### src/rtl/shift_tx_scheduler.sv
// Two-requester round-robin front end to a single LSB-first serial shift-out path.
// Each frame is WIDTH bits followed by GAP idle cycles before the next grant.
module shift_tx_scheduler #(
    parameter int unsigned WIDTH = 8,
    parameter int unsigned GAP   = 1
) (
    input  logic             clk,
    input  logic             rst_n,
    input  logic             req0_valid,
    input  logic [WIDTH-1:0] req0_data,
    output logic             req0_ready,
    input  logic             req1_valid,
    input  logic [WIDTH-1:0] req1_data,
    output logic             req1_ready,
    output logic             ser_out,
    output logic             ser_valid,
    output logic             grant_id,
    output logic             busy,
    output logic             done
);

    localparam int unsigned     CntW    = $clog2(WIDTH);
    localparam logic [CntW-1:0] LastBit = CntW'(WIDTH - 1);
    localparam logic [3:0]      GapLast = 4'((GAP == 0) ? 0 : GAP - 1);

    typedef enum logic [1:0] {StIdle, StShift, StGap} state_e;

    state_e           state;
    logic [WIDTH-1:0] shreg;
    logic [CntW-1:0]  bit_cnt;
    logic [3:0]       gap_cnt;
    logic             ptr;
    logic             gnt0;
    logic             gnt1;
    logic             last_bit;

    // ptr == 0 favours requester 0 when both are valid
    always_comb begin
        gnt0 = req0_valid && (!req1_valid || !ptr);
        gnt1 = req1_valid && (!req0_valid || ptr);
    end

    // Readys are held low during reset even though the FSM sits in IDLE
    assign req0_ready = rst_n && (state == StIdle) && gnt0;
    assign req1_ready = rst_n && (state == StIdle) && gnt1;

    assign last_bit  = (state == StShift) && (bit_cnt == LastBit);
    assign ser_valid = (state == StShift);
    assign busy      = (state != StIdle);
    assign done      = last_bit;
    // shreg drains to all-zero by the end of a frame, so ser_out idles low
    assign ser_out   = shreg[0];

    always_ff @(posedge clk or negedge rst_n) begin
        if (!rst_n) begin
            state    <= StIdle;
            shreg    <= '0;
            bit_cnt  <= '0;
            gap_cnt  <= '0;
            ptr      <= 1'b0;
            grant_id <= 1'b0;
        end else begin
            unique case (state)
                StIdle: begin
                    if (gnt0 || gnt1) begin
                        shreg    <= gnt1 ? req1_data : req0_data;
                        grant_id <= gnt1;
                        ptr      <= !gnt1;
                        bit_cnt  <= '0;
                        state    <= StShift;
                    end
                end
                StShift: begin
                    shreg <= shreg >> 1;
                    if (last_bit) begin
                        bit_cnt <= '0;
                        gap_cnt <= '0;
                        state   <= (GAP == 0) ? StIdle : StGap;
                    end else begin
                        bit_cnt <= bit_cnt + 1'b1;
                    end
                end
                StGap: begin
                    if (gap_cnt == GapLast) begin
                        state <= StIdle;
                    end else begin
                        gap_cnt <= gap_cnt + 1'b1;
                    end
                end
                default: state <= StIdle;
            endcase
        end
    end

endmodule

### config.mk
export PLATFORM = sky130hd
export DESIGN_NAME = shift_tx_scheduler
export DESIGN_NICKNAME = d
export VERILOG_FILES = /design/src/rtl/shift_tx_scheduler.sv
export SDC_FILE = /design/constraint.sdc
export NUM_CORES = 1
export LEC_CHECK = 0
export CAP_MARGIN = 20
export CORE_MARGIN = 3
export CORE_UTILIZATION = 51
export DETAILED_ROUTE_END_ITERATION = 10
export PLACE_DENSITY = 0.83
export SYNTH_ARGS = -nofsm -noshare
export SYNTH_HDL_FRONTEND = slang
export SYNTH_SLANG_ARGS = --single-unit
export TNS_END_PERCENT = 10
### constraint.sdc
create_clock -name clk -period 2.7 [get_ports clk]
set_clock_uncertainty 0.15 [all_clocks]
set_input_delay 0.54 -clock clk [delete_from_list [all_inputs] [get_ports clk]]
set_output_delay 0.54 -clock clk [all_outputs]
set_load 0.005 [all_outputs]
* Yosys cells after proc, flatten, opt, wreduce, memory -nomap -nowiden *
Cells that the tools add are included.
W data, S select, Z words.

storage, ports and cells
  register bits = 19
  bits of input ports = 20
  output and inout bits = 7
  logic and storage cells = 50

cells by class
  add/subtract/negate cells = 2
  equal/unequal tests = 7
  muxes and demuxes = 13
  reductions and logical operators = 22

operators with widths
  kind                   count
  $mux W8                2
  $pmux W8 S2            1
  $mux W4                2
  $pmux W4 S2            1
  $logic_and A1 B1 Y1    6
  $mux W2                3
  $mux W3                2
  $pmux W2 S3            1
  $pmux W3 S2            1
  $reduce_and A3 Y1      2
  $reduce_bool A2 Y1     3
  $add A4 B1 Y4 const B  1
  $logic_not A1 Y1       4
  $logic_not A4 Y1       1
  $ne A2 B1 Y1 const B   2
  $ne A2 B2 Y1 const B   2
  $reduce_and A2 Y1      2
  $add A3 B1 Y3 const B  1
  $eq A3 B3 Y1 const B   1
  $logic_or A1 B1 Y1     3
  $eq A2 B1 Y1 const B   1
  $eq A2 B2 Y1 const B   1
  $logic_not A2 Y1       1

* Longest topological paths before layout *
Gate-level depths: netlist of run 1.

  depth after elaboration = 6
  depth in mapped cells = 5
  gate-level depth less buffers = 5

* Worst setup path before layout of run 1 *
Ideal clock, no wire load.

  kind = reg2out
  start point = reg state[1]
  end point = out req0_ready
  data arrival time = 1.015 ns
  data required time = 2.010 ns
  path slack = 0.995 ns
  cell stages (with the launch flop) = 5
  buffers on the path = 0
  path through = dfrtp_1 > nor2_1 > nand2_1 > a21oi_1 > and2_1

on the way
  word-level cells in the longest chain between the ends = 3

RTL lines
  what                               line  text
  start: declaration                 28    state_e state;
  start signal: assignment           56    state <= StIdle;
  start signal: assignment           70    state <= StShift;
  start signal: assignment           78    state <= (GAP == 0) ? StIdle : StGap;
  $logic_not A2 Y1                   44    assign req0_ready = rst_n && (state == StIdle) && gnt0;
  $logic_and A1 B1 Y1 (2 in series)  44
  end: declaration                   11    output logic req0_ready,

No other way between the ends.

* Final worst setup path of run 1 *
  start point = in req1_valid
  end point = out req0_ready

on the way
  word-level cells in the longest chain between the ends = 4

RTL lines
  what                 line  text
  start: declaration   12    input logic req1_valid,
  $logic_not A1 Y1     39    gnt0 = req0_valid && (!req1_valid || !ptr);
  $logic_or A1 B1 Y1   39
  $logic_and A1 B1 Y1  39
  $logic_and A1 B1 Y1  44

No other way between the ends.

==> impl_metrics.ini, run 1 <==
[timing]
final.period_utilization_pct = 95.4
hold_viol = 0
tightest_slew_ps = 268
rsz0062_at_grt = false
finalSetupViolations = 0
fmax_mhz = 388
min_period_ps = 2570
finalMaxSlewViolations = 0
fin_tns_setup_ps = 0
slew_headroom_pct = 81.9

[global_routing]
met1_usage_pct = 26.0
track_usage_pct = 20.5
use_met2_pct = 34.7
grt-busiest-layer = met2
grt_overflow = 0
antenna_found_initial = 0
grt_pass1_vias = 897
grt_max_degree = 21
grt_util_met3_pct = 3.72
grt_pass1_wl_um = 4040

[logic_synthesis]
synth-main-ff-cell = dfrtp_1
ys_warn_count = 0
synthCells = 108
synth.avg_cell_area_sq_um = 9.95
async_flop_share_pct = 100
yosysSeqAreaShare_pct = 44.2
syn_area_sq_mm = 0.00107
synth-edff-count = 0
synthesis.nets = 132
synth_cell_types = 30
synth-seq-cells = 19

[floorplan]
start_util_pct = 57.8
core_area_sq_mm = 0.00186
die_area_sq_mm = 0.00269
die_w_um = 51.9
die_h_um = 51.9
rows = 15
ios = 27

[setup_path]
path_common_cell = clkdlybuf4s50_1
path_class = input port to primary output
cp_max_fo = 4
arrival_ps = 1880
endpoint_kind = primary output
crit_family = buffers and inverters
required_ps = 2010
crit_buf_inv = 2
path_depth = 4
r2r_cells = 5
cp-start-kind = input port
slowest_delay_ps = 500
critPathSlowestCell = clkdlybuf4s50_1
crit_chain = clkdlybuf4s50_1, a21oi_1, and2_1, clkdlybuf4s50_1

[clocking]
cts_made_buffers = 3
cts_buffer_depth = 2
cts_tree = done
clk_pin_slew_ps = 110
holdBufCountCts = 0
cts_sinks = 19
insertion_delay_ps = 300
htree_levels = 1
root_buffer = clkbuf_4

[pwr]
p_per_area_mw_per_mm2 = 794
peakVddDrop_mv = 0.485
leakage_nw = 0.640

[min_path]
hold_depth = 2
worstHoldPathType = flop to flop

[drt]
dr.pass1.iters = 4
drt-wirelength-per-cell_um = 14.3
num_vias = 901
drc = 0
via_per_inst = 5.43
wl_um = 2380
drt_iter0_markers = 5
detail-route-antenna-nets = 0

[placed_design]
gp_congestion = 0.759
postPlaceCellArea_sq_mm = 0.00140
place_hpwl_um = 1790
io_buffers = 26
dp.cells = 162

[cells_and_area]
area_growth_pct = 33.1
nets = 166
layout_commonest_cell = clkdlybuf4s50_1
final_cells = 166
nFillCells = 129
final_area_sq_mm = 0.00143
drive_gt1_share_pct = 20.6
final_cell_mix = 25 x clkdlybuf4s50_1, 19 x dfrtp_1, 16 x nand2_1
antenna-diode-count = 0

[outcome]
status = completed

[flow_run]
cap_violations = 0
[flip-flops by register name, indices dropped and copies added, names as in the netlist]
signal / count
ptr: 1
grant_id: 1
bit_cnt: 3
gap_cnt: 4
shreg: 8
state: 2
[kinds of logic (layout without fill, tap and decap cells)]
logic type / count (synthesis) / after routing / share of synthesized area (%)
and+or+nand+nor: 36 / 36 / 16.5
AOI/OAI and AO/OA: 35 / 35 / 26.8
DFF: 19 / 19 / 44.2
buffers and inverters: 12 / 45 / 5.94
adders and majority gates: 4 / 4 / 4.66
muxes: 2 / 2 / 1.86
[power by group]
part	total [mW]	switching, mW	internal (mW)
sequential	0.454	0.0681	0.385
combinational	0.534	0.244	0.290
clock	0.148	0.0906	0.0576
total	1.14	0.402	0.733
[final timing paths]
kind                             from    endpoint  slack, ps
max in group asynchronous       rst_n  gap_cnt[1]       1670
hold / removal               shreg[4]    shreg[4]        350
min in group asynchronous       rst_n  bit_cnt[2]        520
hold reg to reg              shreg[4]    shreg[4]        350
setup reg to reg                  ptr    shreg[0]       1120
setup / recovery           req1_valid  req0_ready        130
[synth_stat cells, drive strengths merged (2+ instances only)]
library cell,instances,area [sq um]
buf,5,37.5
o31ai,9,108
nand2,17,71.3
dfrtp,19,475
nor2,11,41.3
inv,7,26.3
a31o,7,61.3
nand2b,2,12.5
mux2i,2,20.0
a21oi,12,63.8
ha,4,50.1
o21ai,2,13.8
[repair_timing]
item / 4_1_cts / 5_1_grt
resized for setup: 0 / 1
setup endpoints to repair: 0 / 1
buffers inserted: 0 / 0
[per-layer routing]
metal  share of wire [%]  up-vias
met2                  49       29
li1                    -      449
met3                 3.9        4
met1                  45      419
met4                 1.7        0
met5                   0        -
[final cells by class]
| cell class | instances | area [sq um] | area share (%) |
|---|---|---|---|
| multi-input combinational | 77 | 536 | 37.4 |
| sequential | 19 | 475 | 33.2 |
| timing repair buffer | 34 | 335 | 23.4 |
| tap | 25 | 31.3 | 2.19 |
| clock buffer | 4 | 26.3 | 1.84 |
| inverter | 7 | 26.3 | 1.84 |
[worst min-delay path: cells and delay by family (launching register included)]
| kind | cells | cell delay, ps |
|---|---|---|
| flip-flops | 1 | 360 |
| AO/OA/AOI/OAI | 1 | 50 |
| AND/OR/NAND/NOR | 1 | 60 |
[through the flow]
step / setup slack, ps / hold WS, ps / power, mW / util [%]
floorplan: 995 / 94.4 / 0.804 / -
global placement: 106 / 317 / 0.965 / 75.4
detailed placement: 84.0 / 324 / 0.994 / 75.4
CTS: 68.2 / 340 / 1.14 / 76.8
global route: 59.0 / 361 / 1.21 / 77.0
finish: 126 / 350 / 1.14 / 77.0
(Power assumes the default switching activity.)
==> inputs of run 2 (changes only) <==
--- a/config.mk
+++ b/config.mk
@@ -8,7 +8,9 @@
 export CAP_MARGIN = 20
 export CORE_MARGIN = 3
 export CORE_UTILIZATION = 51
+export CTS_CLUSTER_DIAMETER = 50
 export DETAILED_ROUTE_END_ITERATION = 10
+export GPL_ROUTABILITY_DRIVEN = 0
 export PLACE_DENSITY = 0.83
 export SYNTH_ARGS = -nofsm -noshare
 export SYNTH_HDL_FRONTEND = slang
==> results of run 2 <==
No change in the layout: final DEF, timing and power equal those of run 1.
